[config.mk]
export PLATFORM = sky130hd
export DESIGN_NAME = wb_arbiter_2m
export DESIGN_NICKNAME = d
export VERILOG_FILES = /design/src/rtl/wb_pkg.sv /design/src/rtl/wb_arb_outst_ctr.sv /design/src/rtl/wb_arbiter_2m.sv
export SDC_FILE = /design/constraint.sdc
export NUM_CORES = 1
export LEC_CHECK = 0
export CAP_MARGIN = 40
export CORE_AREA = 5 5 108 110
export CTS_CLUSTER_DIAMETER = 30
export DETAILED_ROUTE_END_ITERATION = 6
export DIE_AREA = 0 0 113 115
export PLACE_DENSITY = 0.73
export SYNTH_ARGS = -nofsm -noshare
export SYNTH_HDL_FRONTEND = slang
export SYNTH_HIERARCHICAL = 1
export SYNTH_SLANG_ARGS = --single-unit
[constraint.sdc]
create_clock -name clk -period 2.8 [get_ports clk]
set_clock_uncertainty 0.2 [all_clocks]
set_input_delay 0.42 -clock clk [delete_from_list [all_inputs] [get_ports clk]]
set_output_delay 0.42 -clock clk [all_outputs]
set_load 0.01 [all_outputs]
[src/rtl/wb_pkg.sv]
// Shared types for the two-master Wishbone arbiter.
package wb_pkg;

   typedef enum logic [1:0] {ARB_IDLE, ARB_GNT0, ARB_GNT1} wb_arb_state_t;

   localparam int WB_ARB_NMASTERS = 2;

   // Grant state for a master index (0 -> GNT0, 1 -> GNT1)
   function automatic wb_arb_state_t wb_arb_gnt_state(input logic i_m1);
      return i_m1 ? ARB_GNT1 : ARB_GNT0;
   endfunction

endpackage

[src/rtl/wb_arb_outst_ctr.sv]
// Saturating up/down counter of in-flight slave beats. Clear wins over inc/dec;
// simultaneous inc and dec leave the count unchanged.
module wb_arb_outst_ctr #(
   parameter int unsigned MAX_OUTST = 4
) (
   input  logic                               clk,
   input  logic                               rstn,
   input  logic                               i_inc,
   input  logic                               i_dec,
   input  logic                               i_clr,
   output logic [$clog2(MAX_OUTST+1)-1:0]     o_cnt,
   output logic                               o_full,
   output logic                               o_empty
);

   localparam int unsigned CW = $clog2(MAX_OUTST + 1);
   localparam logic [CW-1:0] MaxVal = CW'(MAX_OUTST);

   logic [CW-1:0] r_cnt;

   // Count state: saturates at both ends, never wraps
   always_ff @(posedge clk or negedge rstn) begin
      if (!rstn) begin
         r_cnt <= '0;
      end else if (i_clr) begin
         r_cnt <= '0;
      end else if (i_inc && !i_dec && !o_full) begin
         r_cnt <= r_cnt + CW'(1);
      end else if (i_dec && !i_inc && !o_empty) begin
         r_cnt <= r_cnt - CW'(1);
      end
   end

   assign o_cnt   = r_cnt;
   assign o_full  = (r_cnt == MaxVal);
   assign o_empty = (r_cnt == '0);

endmodule

[src/rtl/wb_arbiter_2m.sv]
// Two-master to one-slave Wishbone B4 pipelined arbiter. Grants whole cyc spans and
// counts in-flight beats so a handover never routes a stale ack to the new owner.
// Optional: define WB_ARB_RR_EN for round-robin tie-break (default: m0 wins ties).
module wb_arbiter_2m
   import wb_pkg::*;
#(
   parameter int unsigned AW        = 32,
   parameter int unsigned DW        = 32,
   parameter int unsigned MAX_OUTST = 4
) (
   input  logic            clk,
   input  logic            rstn,
   input  logic            i_m0_cyc,
   input  logic            i_m0_stb,
   input  logic            i_m0_we,
   input  logic [AW-1:0]   i_m0_adr,
   input  logic [DW-1:0]   i_m0_dat_w,
   input  logic [DW/8-1:0] i_m0_sel,
   output logic            o_m0_ack,
   output logic            o_m0_err,
   output logic            o_m0_stall,
   input  logic            i_m1_cyc,
   input  logic            i_m1_stb,
   input  logic            i_m1_we,
   input  logic [AW-1:0]   i_m1_adr,
   input  logic [DW-1:0]   i_m1_dat_w,
   input  logic [DW/8-1:0] i_m1_sel,
   output logic            o_m1_ack,
   output logic            o_m1_err,
   output logic            o_m1_stall,
   output logic [DW-1:0]   o_m_dat_r,
   output logic            o_s_cyc,
   output logic            o_s_stb,
   output logic            o_s_we,
   output logic [AW-1:0]   o_s_adr,
   output logic [DW-1:0]   o_s_dat_w,
   output logic [DW/8-1:0] o_s_sel,
   input  logic            i_s_ack,
   input  logic            i_s_err,
   input  logic            i_s_stall,
   input  logic [DW-1:0]   i_s_dat_r
);

   localparam int unsigned CW = $clog2(MAX_OUTST + 1);

   wb_arb_state_t r_state;
   logic [CW-1:0] w_outst;
   logic          w_full;
   logic          w_empty;
   logic          w_cyc_sel;
   logic          w_inc;
   logic          w_dec;
   logic          w_clr;
   logic          w_tie_m1;

   assign w_cyc_sel = (r_state == ARB_GNT0) ? i_m0_cyc :
                      (r_state == ARB_GNT1) ? i_m1_cyc : 1'b0;
   assign w_inc     = o_s_stb & ~i_s_stall;
   // Responses with nothing in flight are slave protocol errors and must not count
   assign w_dec     = (i_s_ack | i_s_err) & w_cyc_sel & ~w_empty;
   // Owner dropping cyc aborts its cycle: late responses are forgotten
   assign w_clr     = ~w_cyc_sel;

`ifdef WB_ARB_RR_EN
   logic r_last_gnt;

   assign w_tie_m1 = ~r_last_gnt;

   // Remember which master held the bus most recently (m1 at reset so m0 wins first tie)
   always_ff @(posedge clk or negedge rstn) begin
      if (!rstn) begin
         r_last_gnt <= 1'b1;
      end else if (r_state == ARB_GNT0) begin
         r_last_gnt <= 1'b0;
      end else if (r_state == ARB_GNT1) begin
         r_last_gnt <= 1'b1;
      end
   end
`else
   assign w_tie_m1 = 1'b0;
`endif

   // Grant FSM: ownership changes only at cyc boundaries, handover without an idle bubble
   always_ff @(posedge clk or negedge rstn) begin
      if (!rstn) begin
         r_state <= ARB_IDLE;
      end else begin
         unique case (r_state)
            ARB_IDLE: begin
               if (i_m0_cyc && i_m1_cyc) r_state <= wb_arb_gnt_state(w_tie_m1);
               else if (i_m0_cyc)        r_state <= ARB_GNT0;
               else if (i_m1_cyc)        r_state <= ARB_GNT1;
            end
            ARB_GNT0: if (!i_m0_cyc) r_state <= i_m1_cyc ? ARB_GNT1 : ARB_IDLE;
            ARB_GNT1: if (!i_m1_cyc) r_state <= i_m0_cyc ? ARB_GNT0 : ARB_IDLE;
            default:  r_state <= ARB_IDLE;
         endcase
      end
   end

   // Slave-side mux and per-master responses, decoded from the registered grant
   always_comb begin
      o_s_cyc    = 1'b0;
      o_s_stb    = 1'b0;
      o_s_we     = 1'b0;
      o_s_adr    = i_m0_adr;
      o_s_dat_w  = i_m0_dat_w;
      o_s_sel    = i_m0_sel;
      o_m0_stall = 1'b1;
      o_m1_stall = 1'b1;
      o_m0_ack   = 1'b0;
      o_m0_err   = 1'b0;
      o_m1_ack   = 1'b0;
      o_m1_err   = 1'b0;
      unique case (r_state)
         ARB_GNT0: begin
            o_s_cyc    = i_m0_cyc;
            o_s_stb    = i_m0_cyc & i_m0_stb & ~w_full;
            o_s_we     = i_m0_we;
            o_m0_stall = i_s_stall | w_full;
            o_m0_ack   = i_m0_cyc & i_s_ack & ~w_empty;
            o_m0_err   = i_m0_cyc & i_s_err & ~w_empty;
         end
         ARB_GNT1: begin
            o_s_cyc    = i_m1_cyc;
            o_s_stb    = i_m1_cyc & i_m1_stb & ~w_full;
            o_s_we     = i_m1_we;
            o_s_adr    = i_m1_adr;
            o_s_dat_w  = i_m1_dat_w;
            o_s_sel    = i_m1_sel;
            o_m1_stall = i_s_stall | w_full;
            o_m1_ack   = i_m1_cyc & i_s_ack & ~w_empty;
            o_m1_err   = i_m1_cyc & i_s_err & ~w_empty;
         end
         default: ;
      endcase
   end

   assign o_m_dat_r = i_s_dat_r;

   wb_arb_outst_ctr #(
      .MAX_OUTST (MAX_OUTST)
   ) u_ctr (
      .clk     (clk),
      .rstn    (rstn),
      .i_inc   (w_inc),
      .i_dec   (w_dec),
      .i_clr   (w_clr),
      .o_cnt   (w_outst),
      .o_full  (w_full),
      .o_empty (w_empty)
   );

endmodule

---- Word-level counts from Yosys, hierarchy flattened ----
Index checks and enable logic that the tools add are counted.
word-level totals
  output and inout port bits .............. 109
  logic and storage cells ................. 68
  input bits .............................. 179
  register bits ........................... 5
cells by class
  equality and inequality tests ........... 7
  add/subtract/negate cells ............... 2
  reductions and logical operators ........ 12
  bitwise logic cells ..................... 20
  muxes and demuxes ....................... 25
operator list
  cell                 count
  $mux 32              2
  $and 1x1->1          15
  $mux 2               6
  $mux 1               9
  $mux 3               3
  $pmux 1 s2           3
  $pmux 2 s3           1
  $logic_and 1x1->1    5
  $logic_not 1->1      4
  $mux 4               1
  $ne 2x2->1 const B   2
  $ne 4x4->1 const B   1
  $add 3x1->3 const B  1
  $eq 3x3->1 const B   1
  $logic_not 3->1      1
  $ne 3x1->1 const B   1
  $not 1->1            3
  $reduce_and 3->1     1
  $sub 3x1->3 const B  1
  $eq 2x1->1 const B   1
  $eq 2x2->1 const B   1
  $logic_not 2->1      1
  $or 1x1->1           2

---- Longest topological paths before layout ----
Gate-level depths: netlist of run 1.
  depth in word-level cells ............... 11
  depth in mapped cells ................... 12
  gate-level depth less buffers ........... 11

---- Modules after synthesis ----
The synthesis of run 1 kept the hierarchy.
modules (own cells, without submodules)
  module            area each (sq um)  sequential area each (sq um)  instances  cells an instance
  wb_arbiter_2m     1418.9             50.0                          1          148
  wb_arb_outst_ctr  235.2              75.1                          1          26

---- Worst setup path before layout of run 1 ----
OpenSTA, ideal clock, no wires.
  path type ............................... reg-to-reg
  from .................................... reg r_state[0]
  to ...................................... reg u_ctr.r_cnt[2] (netlist: u_ctr/o_cnt[2])
  clock period less this slack ............ 2.724 ns
  required time ........................... 2.466 ns
  buffers on the path ..................... 0
  setup slack ............................. 0.076 ns
  stages on the path, launching flop included .. 11
  data arrival time ....................... 2.390 ns
  setup time .............................. 0.134 ns
  cells stage by stage .................... dfrtp_1 inv_1 ha_1 nand2_1 o21a_1 nor3_1 nand2b_1 nor2_1 fa_1 o311ai_0 a31oi_1
on the way
  cells in the longest elaborated chain, start to end .. 10
  elaborated cells on any way between the ends .. 17
  classes of those cells .................. eq/ne (3); mux (5); bitwise (3); reduce/logical (6)
ends and longest elaborated chain
  item                            RTL line                source
  start: declaration              wb_arbiter_2m.sv:46     wb_arb_state_t r_state;
  start signal: assignment        wb_arbiter_2m.sv:90     if (i_m0_cyc && i_m1_cyc) r_state <= wb_arb_gnt_state(w_tie_m1);
  start signal: assignment        wb_arbiter_2m.sv:94     ARB_GNT0: if (!i_m0_cyc) r_state <= i_m1_cyc ? ARB_GNT1 : ARB_IDLE;
  start signal: assignment        wb_arbiter_2m.sv:95     ARB_GNT1: if (!i_m1_cyc) r_state <= i_m0_cyc ? ARB_GNT0 : ARB_IDLE;
  $eq 2x2->1                      wb_arbiter_2m.sv:57     (r_state == ARB_GNT1) ? i_m1_cyc : 1'b0;
  $mux 1                          wb_arbiter_2m.sv:57
  $mux 1 *                        wb_arbiter_2m.sv:56     assign w_cyc_sel = (r_state == ARB_GNT0) ? i_m0_cyc :
  $and 1x1->1 * (2 in a row)      wb_arbiter_2m.sv:60     assign w_dec = (i_s_ack | i_s_err) & w_cyc_sel & ~w_empty;
  named net w_dec                 wb_arbiter_2m.sv:52     logic w_dec;
  $logic_not 1->1                 wb_arb_outst_ctr.sv:27  end else if (i_inc && !i_dec && !o_full) begin
  $logic_and 1x1->1 (2 in a row)  wb_arb_outst_ctr.sv:27
  $mux 3                          wb_arb_outst_ctr.sv:27
  $mux 3                          wb_arb_outst_ctr.sv:25  end else if (i_clr) begin
  end signal: assignment          wb_arb_outst_ctr.sv:28  r_cnt <= r_cnt + CW'(1);
  end signal: assignment          wb_arb_outst_ctr.sv:30  r_cnt <= r_cnt - CW'(1);
  end: declaration                wb_arb_outst_ctr.sv:19  logic [CW-1:0] r_cnt;
The timed path passes the listed nets; every way through them passes the cells marked *.
A chain may end at the register's enable or synchronous reset.

---- Worst setup path after layout of run 1 ----
  from .................................... reg r_state[0]
  to ...................................... out o_s_sel[1]
on the way
  cells in the longest elaborated chain, start to end .. 2
ends and longest elaborated chain
  item              RTL line              source
  $eq 2x2->1        wb_arbiter_2m.sv:115  unique case (r_state)
  $mux 4            wb_arbiter_2m.sv:115
  end: declaration  wb_arbiter_2m.sv:37   output logic [DW/8-1:0] o_s_sel,
No other way between the ends.

==> results of run 1 <==
sequential cells by signal, indices dropped and copies added, names as in the netlist:
name,count
u_ctr/o_cnt,3
r_state,2
through the flow:
stage	setup TNS (ns)	hold slack, ns	setup slack [ns]
final	0	0.219	0.111
after global routing	0	0.235	0.00302
after CTS	0	0.219	0.00192
after detailed placement	-0.0360	0.423	-0.0360
after global placement	0	0.410	0.00471
after floorplan	0	-0.0756	0.0757
per-layer routing:
| metal | up-vias | GRT usage, % |
|---|---|---|
| li1 | 977 | - |
| met1 | 938 | 11.5 |
| met2 | 129 | 21.2 |
| met3 | 28 | 2.79 |
| met4 | 0 | 5.85 |
| met5 | - | 0 |
kinds of logic after synthesis:
kind of cell,share of synthesized area [%]
adder cells (fa/ha/maj),5.75
XOR/XNOR,1.59
AND/OR/NAND/NOR,10.7
multiplexers,47.2
flip-flops,7.56
buffers and inverters,21.2
AO/OA/AOI/OAI,5.98
cells in the mapped netlist, types with 2 or more instances:
| master | n |
|---|---|
| sky130_fd_sc_hd__nor3_1 | 4 |
| sky130_fd_sc_hd__o21a_1 | 2 |
| sky130_fd_sc_hd__nand2_1 | 6 |
| sky130_fd_sc_hd__nor2b_1 | 2 |
| sky130_fd_sc_hd__mux2_2 | 68 |
| sky130_fd_sc_hd__o21ai_0 | 2 |
| sky130_fd_sc_hd__or3_1 | 2 |
| sky130_fd_sc_hd__dfrtp_1 | 5 |
| sky130_fd_sc_hd__buf_6 | 7 |
| sky130_fd_sc_hd__inv_1 | 5 |
| sky130_fd_sc_hd__ha_1 | 6 |
| sky130_fd_sc_hd__nor3b_1 | 4 |
| sky130_fd_sc_hd__buf_4 | 33 |
| sky130_fd_sc_hd__nor2_1 | 6 |
| sky130_fd_sc_hd__xnor2_1 | 2 |
what timing repair did:
action,in CTS,in global routing
pin swaps,0,0
hold buffers,0,0
resized for setup,1,2
endpoints found under the setup margin,1,67
power breakdown:
group | internal (mW) | switching, mW
clock network | 0.0978 | 0.0366
logic | 1.14 | 0.701
registers | 0.0868 | 0.0221
total | 1.32 | 0.759
worst paths after layout:
check / to / slack (ns) / depth (start not counted)
worst max register to register: u_ctr/o_cnt[2] / 0.19 / 10
min in group clk: u_ctr/o_cnt[1] / 0.43 / 2
max in group asynchronous: u_ctr/o_cnt[2] / 1.99 / 1
worst min register to register: u_ctr/o_cnt[1] / 0.43 / 2
worst max-delay path: o_s_sel[1] / 0.11 / 5
worst min-delay path: u_ctr/o_cnt[1] / 0.22 / 1
area by class of cell:
type	instances	area (um^2)	share of cell area, %
multi-input combinational	123	1190	30.6
inverter	5	18.8	0.482
clock buffer	4	45.0	1.16
sequential	5	125	3.21
timing repair buffer	234	2340	60.1
tap	140	175	4.50
==> metrics.txt, run 1 <==
# TYPE chip_impl_metric gauge
chip_impl_info{name="outcome",value="finished clean"} 1
chip_impl_metric{name="routed_wl",unit="mm"} 8.34
chip_impl_metric{name="timing.slew.headroom",unit="%"} 79.0
chip_impl_info{name="tritoncts",value="done"} 1
chip_impl_info{name="crit-reg2reg-launch",value="r_state[0]"} 1
chip_impl_metric{name="met3_routed_length",unit="um"} 756
chip_impl_info{name="holdCritPathClass",value="primary input to asynchronous set/reset pin"} 1
chip_impl_info{name="path_class",value="flop to output port"} 1
chip_impl_metric{name="io_buffer_count",unit=""} 223
chip_impl_metric{name="avgRoutedWirePerCell",unit="um"} 16.3
chip_impl_metric{name="syn-mean-instance-area",unit="um^2"} 9.51
chip_impl_metric{name="tritoncts_num_sinks",unit=""} 5
chip_impl_metric{name="synth_largest_type_area_fraction",unit="%"} 46.3
chip_impl_metric{name="power_density",unit="nW/um^2"} 534
chip_impl_metric{name="design.die.area",unit="um^2"} 13000
chip_impl_metric{name="finalMaxSlewViolations",unit=""} 0
chip_impl_info{name="most_frequent_standard_cell_in_the_layout_excluding_fill_and_tap_cells",value="sky130_fd_sc_hd__clkdlybuf4s50_1"} 1
chip_impl_metric{name="yosys_warnings",unit=""} 6
chip_impl_metric{name="cts_inserted_buffers",unit=""} 3
chip_impl_info{name="netlist.top_cell.by_area",value="sky130_fd_sc_hd__mux2_2"} 1
chip_impl_metric{name="wirelength_met1",unit="mm"} 2.90
chip_impl_info{name="critical-path-top-delay-family",value="buffers and inverters"} 1
chip_impl_metric{name="track_usage",unit="%"} 11.3
chip_impl_metric{name="die_height",unit="um"} 115
chip_impl_metric{name="worst_ep_required_time",unit="ns"} 2.18
chip_impl_metric{name="num_rows",unit=""} 38
chip_impl_info{name="netlist_top_cells_area",value="sky130_fd_sc_hd__mux2_2 (46%), sky130_fd_sc_hd__buf_4 (15%), sky130_fd_sc_hd__dfrtp_1 (7.6%), sky130_fd_sc_hd__buf_6 (4.8%), sky130_fd_sc_hd__ha_1 (4.5%)"} 1
chip_impl_metric{name="crit_path_max_fanout",unit=""} 37
chip_impl_metric{name="asyncSetResetFlopFracSynth",unit="%"} 100
chip_impl_info{name="crit_start",value="r_state[0]"} 1
chip_impl_metric{name="drt_pass1_iterations",unit=""} 4
chip_impl_metric{name="number_of_unique_standard_cell_types_used_by_synthesis",unit=""} 35
chip_impl_metric{name="max_freq",unit="MHz"} 372
chip_impl_metric{name="via_density_per_instance",unit=""} 4.05
chip_impl_info{name="routed.top_layer",value="met4"} 1
chip_impl_metric{name="nFillCells",unit=""} 1066
chip_impl_metric{name="number_of_register_bits_inferred_by_synthesis",unit=""} 5
chip_impl_metric{name="timing.final.setup_violations",unit=""} 0
chip_impl_metric{name="synth_cells",unit=""} 174
chip_impl_metric{name="drt-initial-drc-count",unit=""} 17
chip_impl_metric{name="pin_count_of_the_biggest_net_entering_global_routing",unit=""} 38
chip_impl_metric{name="h-tree-depth",unit=""} 1
chip_impl_info{name="critical_path.startpoint_type",value="flop"} 1
chip_impl_metric{name="globalRouteOverflowTotal",unit=""} 0
chip_impl_metric{name="detailed_place_hpwl",unit="mm"} 7.55
chip_impl_metric{name="critical_path.max_stage_delay",unit="ns"} 0.52
chip_impl_metric{name="critical_path.n_buffers_inverters",unit=""} 3
chip_impl_info{name="worstPathCellList",value="inv_2 > ha_4 > buf_12 > mux2_2 > clkdlybuf4s50_1"} 1
chip_impl_metric{name="detail-route-antenna-nets",unit=""} 0
chip_impl_metric{name="syn2layout_area_growth",unit="%"} 136
chip_impl_metric{name="number_of_buffers_on_the_longest_clock_path",unit=""} 2
chip_impl_metric{name="max_cap_violations",unit=""} 0
chip_impl_info{name="worst_setup_path_end_kind",value="output port"} 1
chip_impl_metric{name="gpl.final_weighted_congestion",unit=""} 0.797
chip_impl_metric{name="design_power_total",unit="mW"} 2.08
chip_impl_metric{name="fin_nets",unit=""} 558
chip_impl_metric{name="wire_length_of_the_first_global_routing_pass",unit="mm"} 11.7
chip_impl_metric{name="static-leakage-power",unit="nW"} 1.44
chip_impl_metric{name="met2RoutedLength",unit="mm"} 4.33
chip_impl_metric{name="post_cts.repair.setup_buffers",unit=""} 0
chip_impl_metric{name="layout.cell_area.non_filler",unit="um^2"} 3900
chip_impl_info{name="primary_ff_master_synth",value="sky130_fd_sc_hd__dfrtp_1"} 1
chip_impl_info{name="layout.cells.most_common_list",value="sky130_fd_sc_hd__clkdlybuf4s50_1 (221), sky130_fd_sc_hd__mux2_2 (68), sky130_fd_sc_hd__buf_4 (9)"} 1
chip_impl_info{name="cts_root_buf",value="sky130_fd_sc_hd__clkbuf_8"} 1
chip_impl_info{name="grt_setup_unrepaired",value="no"} 1
chip_impl_metric{name="vias",unit=""} 2072
chip_impl_metric{name="antenna_cells_inserted",unit=""} 0
chip_impl_metric{name="antenna_found_initial",unit=""} 0
chip_impl_metric{name="worstPathArrival",unit="ns"} 2.07
chip_impl_metric{name="post_route_cells_drive_above_1_share",unit="%"} 24.5
chip_impl_metric{name="fin_cells",unit=""} 511
chip_impl_metric{name="dieWidth",unit="um"} 113
chip_impl_metric{name="final_period_minus_worst_setup_slack",unit="ns"} 2.69
chip_impl_metric{name="placed_cells_incl_taps",unit=""} 507
chip_impl_metric{name="layout_worst_path_cycle_share",unit="%"} 96.0
chip_impl_metric{name="syn_nets",unit=""} 360
chip_impl_metric{name="placement.cell_area",unit="um^2"} 3850
chip_impl_metric{name="worst_skew_pair.late_latency",unit="ns"} 0.22
chip_impl_metric{name="core_area",unit="um^2"} 10600
chip_impl_metric{name="first_global_vias",unit=""} 2268
chip_impl_metric{name="layout.core_utilization",unit="%"} 36.7
chip_impl_metric{name="synthesized_area",unit="um^2"} 1650
chip_impl_metric{name="initial_utilization",unit="%"} 15.6
chip_impl_metric{name="num_io_pins",unit=""} 288
chip_impl_metric{name="max_slew.worst_pin.slew",unit="ns"} 0.312
chip_impl_metric{name="synth_edf_count",unit=""} 0
chip_impl_info{name="timing.critical_path.slowest_stage_cell",value="sky130_fd_sc_hd__clkdlybuf4s50_1"} 1
chip_impl_metric{name="finalHoldViolations",unit=""} 0
chip_impl_metric{name="synth.yosys.seq_area_share",unit="%"} 7.56
chip_impl_metric{name="clk_transition_reported_paths",unit="ns"} 0.04
chip_impl_metric{name="drc",unit=""} 0
chip_impl_metric{name="peakVddDrop",unit="uV"} 298
No activity file was read; power rests on OpenSTA's default activity.
==> run 2, diff against run 1 <==
Settings changed: CAP_MARGIN 40 to 20.
==> results of run 2 <==
Same layout as run 1: the final DEF is identical, and so are final timing and power.
